--- config.mk ---
export PLATFORM = sky130hd
export DESIGN_NAME = gb_pe_feeder_flat
export DESIGN_NICKNAME = d
export VERILOG_FILES = /design/src/rtl/gb_pe_feeder_pkg.sv /design/src/rtl/gb_pe_feeder_if.sv /design/src/rtl/gb_pe_feeder_onehot_dec.sv /design/src/rtl/gb_pe_feeder.sv /design/src/flat_wrapper.sv
export SDC_FILE = /design/constraint.sdc
export NUM_CORES = 1
export LEC_CHECK = 0
export BUFFER_PORTS_ARGS = -buffer_cell sky130_fd_sc_hd__buf_2
export CAP_MARGIN = 20
export CORE_MARGIN = 1.5
export CORE_UTILIZATION = 54
export CTS_CLUSTER_DIAMETER = 150
export CTS_CLUSTER_SIZE = 12
export DETAILED_ROUTE_END_ITERATION = 8
export PLACE_DENSITY = 0.8
export SETUP_SLACK_MARGIN = 0.15
export SLEW_MARGIN = 20
export SYNTH_ARGS = -nofsm -noshare
export SYNTH_HDL_FRONTEND = slang
export SYNTH_SLANG_ARGS = --single-unit
export TNS_END_PERCENT = 1
--- constraint.sdc ---
create_clock -name clk -period 4.8 [get_ports clk]
set_input_delay 0.96 -clock clk [delete_from_list [all_inputs] [get_ports clk]]
set_output_delay 0.96 -clock clk [all_outputs]
set_load 0.005 [all_outputs]
--- src/rtl/gb_pe_feeder_pkg.sv ---
// Shared encodings for the global-buffer to PE-FIFO feeder.
// The FSM states and the filter/ifmap phase select live here.
package gb_pe_feeder_pkg;

    typedef enum logic [1:0] {
        ST_IDLE  = 2'd0,
        ST_ISSUE = 2'd1,
        ST_WRITE = 2'd2,
        ST_DONE  = 2'd3
    } state_t;

    typedef enum logic {
        PH_FILTER = 1'b0,
        PH_IFMAP  = 1'b1
    } phase_t;

endpackage

--- src/rtl/gb_pe_feeder_if.sv ---
// Bus between the feeder, the global buffer read port and the per-PE FIFO banks.
interface gb_pe_feeder_if #(
    parameter int N          = 3,
    parameter int DATA_WIDTH = 16,
    parameter int ADDR_WIDTH = 8
);
    logic [ADDR_WIDTH-1:0] gb_raddr;
    logic [DATA_WIDTH-1:0] gb_dout;
    logic [N-1:0]          ready_filter;
    logic [N-1:0]          ready_ifmap;
    logic [DATA_WIDTH-1:0] fifo_din;
    logic [N-1:0]          wen_filter;
    logic [N-1:0]          wen_ifmap;

    modport master (
        output gb_raddr, fifo_din, wen_filter, wen_ifmap,
        input  gb_dout, ready_filter, ready_ifmap
    );

    modport slave (
        input  gb_raddr, fifo_din, wen_filter, wen_ifmap,
        output gb_dout, ready_filter, ready_ifmap
    );
endinterface

--- src/rtl/gb_pe_feeder_onehot_dec.sv ---
// PE index to one-hot write enable, steered onto the filter or ifmap bank.
// Out-of-range indices decode to all-zero so no stray write can occur.
module onehot_dec
    import gb_pe_feeder_pkg::*;
#(
    parameter int N       = 3,
    parameter int N_WIDTH = 2
) (
    input  logic [N_WIDTH-1:0] idx,
    input  logic               en,
    input  phase_t             phase,
    output logic [N-1:0]       oh_filter,
    output logic [N-1:0]       oh_ifmap
);

    // Decode the index into exactly one bank's enable vector
    always_comb begin
        oh_filter = '0;
        oh_ifmap  = '0;
        for (int i = 0; i < N; i++) begin
            if (en && (idx == N_WIDTH'(i))) begin
                if (phase == PH_IFMAP) begin
                    oh_ifmap[i] = 1'b1;
                end else begin
                    oh_filter[i] = 1'b1;
                end
            end else begin
                oh_filter[i] = oh_filter[i];
            end
        end
    end

endmodule

--- src/rtl/gb_pe_feeder.sv ---
// Streams filter then ifmap words for PE 0..N-1 from the global buffer into the
// per-PE FIFOs, alternating read-issue and write cycles (1 word per 2 cycles).
module gb_pe_feeder
    import gb_pe_feeder_pkg::*;
#(
    parameter int N          = 3,
    parameter int N_WIDTH    = 2,
    parameter int DATA_WIDTH = 16,
    parameter int ADDR_WIDTH = 8,
    parameter int LEN_WIDTH  = 8
) (
    input  logic                  clk,
    input  logic                  rst,
    input  logic                  start,
    input  logic [ADDR_WIDTH-1:0] filter_base,
    input  logic [ADDR_WIDTH-1:0] ifmap_base,
    input  logic [LEN_WIDTH-1:0]  filter_len,
    input  logic [LEN_WIDTH-1:0]  ifmap_len,
    gb_pe_feeder_if.master        bus,
    output logic                  busy,
    output logic                  done
);

    state_t                state_r, next_state_s;
    phase_t                phase_r;
    logic [N_WIDTH-1:0]    pe_r;
    logic [LEN_WIDTH-1:0]  cnt_r;
    logic [LEN_WIDTH-1:0]  flen_r, ilen_r;
    logic [ADDR_WIDTH-1:0] cur_addr_r;
    // f_acc_r / i_acc_r hold the base address of the current (or next) PE's block
    logic [ADDR_WIDTH-1:0] f_acc_r, i_acc_r;
    logic [ADDR_WIDTH-1:0] addr_inc_s;
    logic [LEN_WIDTH-1:0]  cur_len_s;
    logic                  last_word_s, last_pe_s, ready_sel_s, finish_s;
    logic [N-1:0]          oh_filter_s, oh_ifmap_s;
    logic [N-1:0]          wen_filter_r, wen_ifmap_r;
    logic                  busy_r, done_r;

    assign addr_inc_s  = cur_addr_r + ADDR_WIDTH'(1);
    assign cur_len_s   = (phase_r == PH_IFMAP) ? ilen_r : flen_r;
    assign last_word_s = (cnt_r == (cur_len_s - LEN_WIDTH'(1)));
    assign last_pe_s   = (pe_r == N_WIDTH'(N - 1));
    // Transfer ends after the last PE's ifmap phase, or its filter phase when ifmap is empty
    assign finish_s    = last_word_s && last_pe_s &&
                         ((phase_r == PH_IFMAP) || (ilen_r == LEN_WIDTH'(0)));

    // Pick the ready bit of the FIFO targeted by the current PE and phase
    always_comb begin
        ready_sel_s = 1'b0;
        for (int i = 0; i < N; i++) begin
            if (pe_r == N_WIDTH'(i)) begin
                ready_sel_s = (phase_r == PH_IFMAP) ? bus.ready_ifmap[i] : bus.ready_filter[i];
            end else begin
                ready_sel_s = ready_sel_s;
            end
        end
    end

    // State register
    always_ff @(posedge clk or posedge rst) begin
        if (rst) begin
            state_r <= ST_IDLE;
        end else begin
            state_r <= next_state_s;
        end
    end

    // Next-state selection
    always_comb begin
        next_state_s = state_r;
        case (state_r)
            ST_IDLE: begin
                if (start) begin
                    next_state_s = ((filter_len == LEN_WIDTH'(0)) && (ifmap_len == LEN_WIDTH'(0)))
                                   ? ST_DONE : ST_ISSUE;
                end else begin
                    next_state_s = ST_IDLE;
                end
            end
            ST_ISSUE: begin
                if (ready_sel_s) begin
                    next_state_s = ST_WRITE;
                end else begin
                    next_state_s = ST_ISSUE;
                end
            end
            ST_WRITE: begin
                if (finish_s) begin
                    next_state_s = ST_DONE;
                end else begin
                    next_state_s = ST_ISSUE;
                end
            end
            ST_DONE:  next_state_s = ST_IDLE;
            default:  next_state_s = ST_IDLE;
        endcase
    end

    // Counters and address accumulators; empty phases are skipped by look-ahead
    always_ff @(posedge clk or posedge rst) begin
        if (rst) begin
            phase_r    <= PH_FILTER;
            pe_r       <= '0;
            cnt_r      <= '0;
            flen_r     <= '0;
            ilen_r     <= '0;
            cur_addr_r <= '0;
            f_acc_r    <= '0;
            i_acc_r    <= '0;
        end else begin
            case (state_r)
                ST_IDLE: begin
                    if (start) begin
                        flen_r  <= filter_len;
                        ilen_r  <= ifmap_len;
                        f_acc_r <= filter_base;
                        i_acc_r <= ifmap_base;
                        pe_r    <= '0;
                        cnt_r   <= '0;
                        if (filter_len != LEN_WIDTH'(0)) begin
                            phase_r    <= PH_FILTER;
                            cur_addr_r <= filter_base;
                        end else begin
                            phase_r    <= PH_IFMAP;
                            cur_addr_r <= ifmap_base;
                        end
                    end
                end
                ST_WRITE: begin
                    if (!last_word_s) begin
                        cnt_r      <= cnt_r + LEN_WIDTH'(1);
                        cur_addr_r <= addr_inc_s;
                    end else begin
                        cnt_r <= '0;
                        if (phase_r == PH_FILTER) begin
                            f_acc_r <= addr_inc_s;
                            if (ilen_r != LEN_WIDTH'(0)) begin
                                phase_r    <= PH_IFMAP;
                                cur_addr_r <= i_acc_r;
                            end else begin
                                pe_r       <= pe_r + N_WIDTH'(1);
                                cur_addr_r <= addr_inc_s;
                            end
                        end else begin
                            i_acc_r <= addr_inc_s;
                            pe_r    <= pe_r + N_WIDTH'(1);
                            if (flen_r != LEN_WIDTH'(0)) begin
                                phase_r    <= PH_FILTER;
                                cur_addr_r <= f_acc_r;
                            end else begin
                                cur_addr_r <= addr_inc_s;
                            end
                        end
                    end
                end
                default: begin
                    cnt_r <= cnt_r;
                end
            endcase
        end
    end

    onehot_dec #(.N(N), .N_WIDTH(N_WIDTH)) u_dec (
        .idx       (pe_r),
        .en        (next_state_s == ST_WRITE),
        .phase     (phase_r),
        .oh_filter (oh_filter_s),
        .oh_ifmap  (oh_ifmap_s)
    );

    // Output registers, loaded from the state about to be entered
    always_ff @(posedge clk or posedge rst) begin
        if (rst) begin
            wen_filter_r <= '0;
            wen_ifmap_r  <= '0;
            busy_r       <= 1'b0;
            done_r       <= 1'b0;
        end else begin
            wen_filter_r <= oh_filter_s;
            wen_ifmap_r  <= oh_ifmap_s;
            busy_r       <= (next_state_s != ST_IDLE);
            done_r       <= (next_state_s == ST_DONE);
        end
    end

    assign bus.gb_raddr   = cur_addr_r;
    assign bus.fifo_din   = bus.gb_dout;
    assign bus.wen_filter = wen_filter_r;
    assign bus.wen_ifmap  = wen_ifmap_r;
    assign busy           = busy_r;
    assign done           = done_r;

endmodule

--- src/flat_wrapper.sv ---
// flat-port wrapper written by rule: the top's interface ports become plain ports
module gb_pe_feeder_flat import gb_pe_feeder_pkg::*;
#(
    parameter int N          = 3,
    parameter int N_WIDTH    = 2,
    parameter int DATA_WIDTH = 16,
    parameter int ADDR_WIDTH = 8,
    parameter int LEN_WIDTH  = 8
)
  (clk, rst, start, filter_base, ifmap_base, filter_len, ifmap_len, busy, done, bus_gb_raddr, bus_fifo_din, bus_wen_filter, bus_wen_ifmap, bus_gb_dout, bus_ready_filter, bus_ready_ifmap);
  gb_pe_feeder_if #(.N(N), .DATA_WIDTH(DATA_WIDTH), .ADDR_WIDTH(ADDR_WIDTH)) bus_i ();
  input  logic clk;
  input  logic rst;
  input  logic start;
  input  logic [ADDR_WIDTH-1:0] filter_base;
  input  logic [ADDR_WIDTH-1:0] ifmap_base;
  input  logic [LEN_WIDTH-1:0] filter_len;
  input  logic [LEN_WIDTH-1:0] ifmap_len;
  output logic busy;
  output logic done;
  output wire logic [$bits(bus_i.gb_raddr)-1:0] bus_gb_raddr;
  output wire logic [$bits(bus_i.fifo_din)-1:0] bus_fifo_din;
  output wire logic [$bits(bus_i.wen_filter)-1:0] bus_wen_filter;
  output wire logic [$bits(bus_i.wen_ifmap)-1:0] bus_wen_ifmap;
  input wire logic [$bits(bus_i.gb_dout)-1:0] bus_gb_dout;
  input wire logic [$bits(bus_i.ready_filter)-1:0] bus_ready_filter;
  input wire logic [$bits(bus_i.ready_ifmap)-1:0] bus_ready_ifmap;
  assign bus_gb_raddr = bus_i.gb_raddr;
  assign bus_fifo_din = bus_i.fifo_din;
  assign bus_wen_filter = bus_i.wen_filter;
  assign bus_wen_ifmap = bus_i.wen_ifmap;
  assign bus_i.gb_dout = bus_gb_dout;
  assign bus_i.ready_filter = bus_ready_filter;
  assign bus_i.ready_ifmap = bus_ready_ifmap;
  gb_pe_feeder #(.N(N), .N_WIDTH(N_WIDTH), .DATA_WIDTH(DATA_WIDTH), .ADDR_WIDTH(ADDR_WIDTH), .LEN_WIDTH(LEN_WIDTH)) u_core (.clk(clk), .rst(rst), .start(start), .filter_base(filter_base), .ifmap_base(ifmap_base), .filter_len(filter_len), .ifmap_len(ifmap_len), .bus(bus_i), .busy(busy), .done(done));
endmodule
==> key figures <==
Drt
  – Number of detailed-routing iterations run before antenna repair: 7
  – Antenna-violating nets left: 0
  – Violation count after the first detailed-route iteration: 282
  – Post-detailed-route DRC marker count: 0
  – Vias per inst: ~6
  – Total number of vias: 3376
  – Routed wire length per instance: 17.1 µm
  – Drt total wl: 9.49 mm

Setup path
  – Critical path origin: u_core.phase_r
  – Data arrival time of the critical path: 4.31 ns
  – Startpoint of the most critical register-to-register path: u_core.phase_r
  – End of the worst register-to-register path: u_core.bus.gb_raddr[3]
  – Max stage delay cell, worst path: sky130_fd_sc_hd__nor2_1
  – Critical path endpoint category: flop
  – FF-to-FF path depth: 10
  – Number of buffer and inverter stages on the critical path: 1
  – Critical path cell sequence: buf_4 -> mux2i_1 -> ha_1 -> xor2_1 -> o21ai_0 -> a211oi_1 -> o2111ai_1 -> or4_1 -> nor2_1 -> a221o_1
  – Data required, critical path: around 5 ns
  – Crit path max fanout: 32
  – Crit path to: u_core.bus.gb_raddr[3]
  – Crit path kind: reg -> reg
  – Gate family responsible for the most delay along the worst path: simple AND/OR/NAND/NOR gates
  – Max stage delay on crit path: 0.82 ns
  – Crit path depth: 10
  – Startpoint class of the critical path: flop
  – Worst reg-to-reg setup slack: between 0.7 and 0.8 ns

Synthesis
  – Part of the Yosys area used for sequential elements: approximately 40%
  – Mux cell area share after synthesis: 4.53%
  – Number of nets produced by synthesis: 488
  – Number of register bits inferred by synthesis: about 60
  – Post-Synth XOR/XNOR Area: approximately 5%
  – Synth Instances: 425
  – Synthesized area per cell: 8.90 µm²
  – Adder-cell share of the synthesized area: under 10%
  – Primary FF master, synth: sky130_fd_sc_hd__dfrtp_1
  – Compound-Gate Fraction of Synth Area: 17.4%
  – Largest family of logic cells by synthesized area: simple AND/OR/NAND/NOR gates
  – Yosys cell types: 57
  – Synthesized cell area: 0.00378 mm²
  – YS warnings: 0
  – Number of flops mapped to enable cells by yosys: 0
  – Async S/R FF share, synth: 100%
  – Area share of and/or/nand/nor cells after synthesis: 24.2%

CTS
  – Postcts setup bufs: 0
  – # H-tree levels: 3
  – Post-CTS Hold Buffers: 0
  – Root buffer cell: sky130_fd_sc_hd__clkbuf_8
  – Sink Count: 61
  – Later-pin clock latency in the skew report: 0.35 ns
  – Register clock-pin slew on the reported worst setup and hold paths: 0.07 ns
  – CTS buffer count: 9
  – Post-cts gate resize count: 0
  – Clock tree from TritonCTS: built
  – Clock buffer depth: 2

Power
  – Standby leakage power: 1.90 nW
  – PnR Total Power: 0.00234 W
  – VDD IR-drop max: 0.287 mV
  – Power dissipated by switching net loads: roughly 0.0010 W
  – Combinational fraction of design power: between 40% and 50%
  – Ratio of total power to cell area: 562 mW/mm²
  – Int Pwr: 0.00134 W
  – Sw Ratio: 42.9%
  – Clock share of power: 17.0%
  – Reg power frac: 39.3%

Flow run
  – Max-cap check violation count: 0

Timing
  – Final hold vios: 0
  – Transition time at the pin with the least slew margin: 0.985 ns
  – Number of max-slew violations in the final report: 0
  – Worst path setup slack after routing: approximately 0.77 ns
  – Share of the clock period used by the worst path after layout: 83.9%
  – Final-report setup violation count: 0
  – Worst-case headroom to the max-slew limit: 34.1%
  – Largest clock skew in the final design: 0.00560 ns
  – Maximum operating frequency: 0.248 GHz
  – RSZ-0062 raised after global routing: no
  – Minimum clock period after layout: 4.03 ns
  – Fin Setup TNS: 0 ns

Floorplanning
  – Vertical extent of the die: 86.7 µm
  – Die Footprint: 0.00752 mm²
  – I/O pin count: between 80 and 90
  – Die width: 86.7 µm
  – Effective utilization at floorplan: a little under three fifths
  – Total number of placement rows: 30
  – Standard cell core area: between 0.006 and 0.007 mm²

Global routing
  – First-pass GRT wire length: about 15 mm
  – Met1 Use GR: approximately 39%
  – Met3 GRT Util: 5.71%
  – Number of global-route vias before repair: 3159
  – GR met2 Demand/Resource: 39.0%
  – Global-route layer with the greatest usage: met2
  – Total congestion overflow after global routing: 0
  – Maximum number of pins on one net before global-route repair: 62
  – Antenna violations before repair: 0
  – Overall fraction of global-route tracks in use: 26.8%

Place
  – GP Congestion: 0.846
  – Detailed placement HPWL: approximately 6.4 mm
  – Placement Cell Area: 0.00401 mm²
  – Quantity of I/O buffers inserted on ports: 56
  – Worst setup slack after placement: between 0.8 and 0.9 ns

Layout
  – Share of cells above drive strength 1: about a fifth
  – Layout area overhead: 10.2%
  – Number of nets in the finished design: roughly 520
  – Inserted Diodes: 0
  – Cell area after layout: 0.00417 mm²
  – Commonest cells after routing, fill and taps aside: 69 x sky130_fd_sc_hd__nand2_1, 61 x sky130_fd_sc_hd__dfrtp_1, 56 x sky130_fd_sc_hd__buf_2
  – Most common library cell in the layout ignoring fill and taps: sky130_fd_sc_hd__nand2_1

Worst hold path
  – Worst hold-check path type: reg -> reg

Status
  – Run status: complete, no violations
[power groups by stage]
| stage | sequential [W] | combinational (W) | clock, W |
|---|---|---|---|
| after floorplan | 0.000858 | 0.000794 | 0 |
| after global placement | 0.000918 | 0.000977 | 0 |
| after detailed placement | 0.000923 | 0.00101 | 0 |
| after CTS | 0.000914 | 0.00101 | 0.000397 |
| after global routing | 0.000949 | 0.00114 | 0.000419 |
| final | 0.000922 | 0.00102 | 0.000397 |
[logic make-up after synthesis]
family | Yosys count
simple gates | 181
compound gates | 90
flops | 61
buf+inv | 49
xor+xnor | 21
mux | 17
fa+ha+maj | 6
[sequential cells by signal, summed over array words and instances (netlist names), 2 cells and up]
name,count
u_core.bus.gb_raddr,8
u_core.cnt_r,8
u_core.f_acc_r,8
u_core.flen_r,8
u_core.i_acc_r,8
u_core.ilen_r,8
u_core.bus.wen_filter,3
u_core.bus.wen_ifmap,3
u_core.pe_r,2
u_core.state_r,2
[final cells by class]
class	instances	area [µm²]
clock buffers	11	131
clock inverters	5	27.5
fillers	597	2630
inverters	5	18.8
multi-input cells	315	2020
flip-flops and latches	61	1530
well taps	96	120
repair buffers	62	325
[synth_stat cells, drive strengths merged (4+ instances only)]
library cell,n,area share [%]
nand2,69,6.8
dfrtp,61,40
nor2,31,3.1
buf,22,3.9
clkbuf,22,2.2
nor3,22,3.0
mux2i,16,4.2
a21oi,15,2.1
a211oi,14,2.8
xor2,12,2.8
xnor2,9,2.1
and2,8,1.3
nand3,8,1.1
o211ai,8,1.6
a22o,7,1.6
a31oi,7,1.2
and3,7,1.2
o21ai,7,0.93
ha,6,2.0
a211o,5,1.2
inv,5,0.50
nor4,5,1.4
o22a,5,1.2
or4,5,0.99
o21a,4,0.79
[per-stage QoR]
step           util, %  instances  hold slack, ns
2_1_floorplan        -        425           0.462
3_5_place_dp      59.0        539           0.507
4_1_cts           61.3        555           0.523
6_report          61.3        555           0.521
3_3_place_gp      59.0        539           0.490
5_1_grt           61.3        555           0.548
[worst min path at each step]
stage / from / endpoint / cells after the start
global route: u_core.f_acc_r[4] / u_core.f_acc_r[4] / 2
finish: u_core.i_acc_r[7] / u_core.i_acc_r[7] / 1
CTS: u_core.i_acc_r[7] / u_core.i_acc_r[7] / 1
detailed placement: u_core.i_acc_r[7] / u_core.i_acc_r[7] / 1
global placement: u_core.f_acc_r[6] / u_core.f_acc_r[6] / 1
floorplan: u_core.flen_r[7] / u_core.flen_r[7] / 2
[routing by layer]
metal | vias up | wire [µm]
li1 | 1580 | -
met1 | 1593 | 4160
met2 | 166 | 4280
met3 | 37 | 788
met4 | 0 | 260
met5 | - | 0
Note: power is estimated with default switching activity, not from simulation.
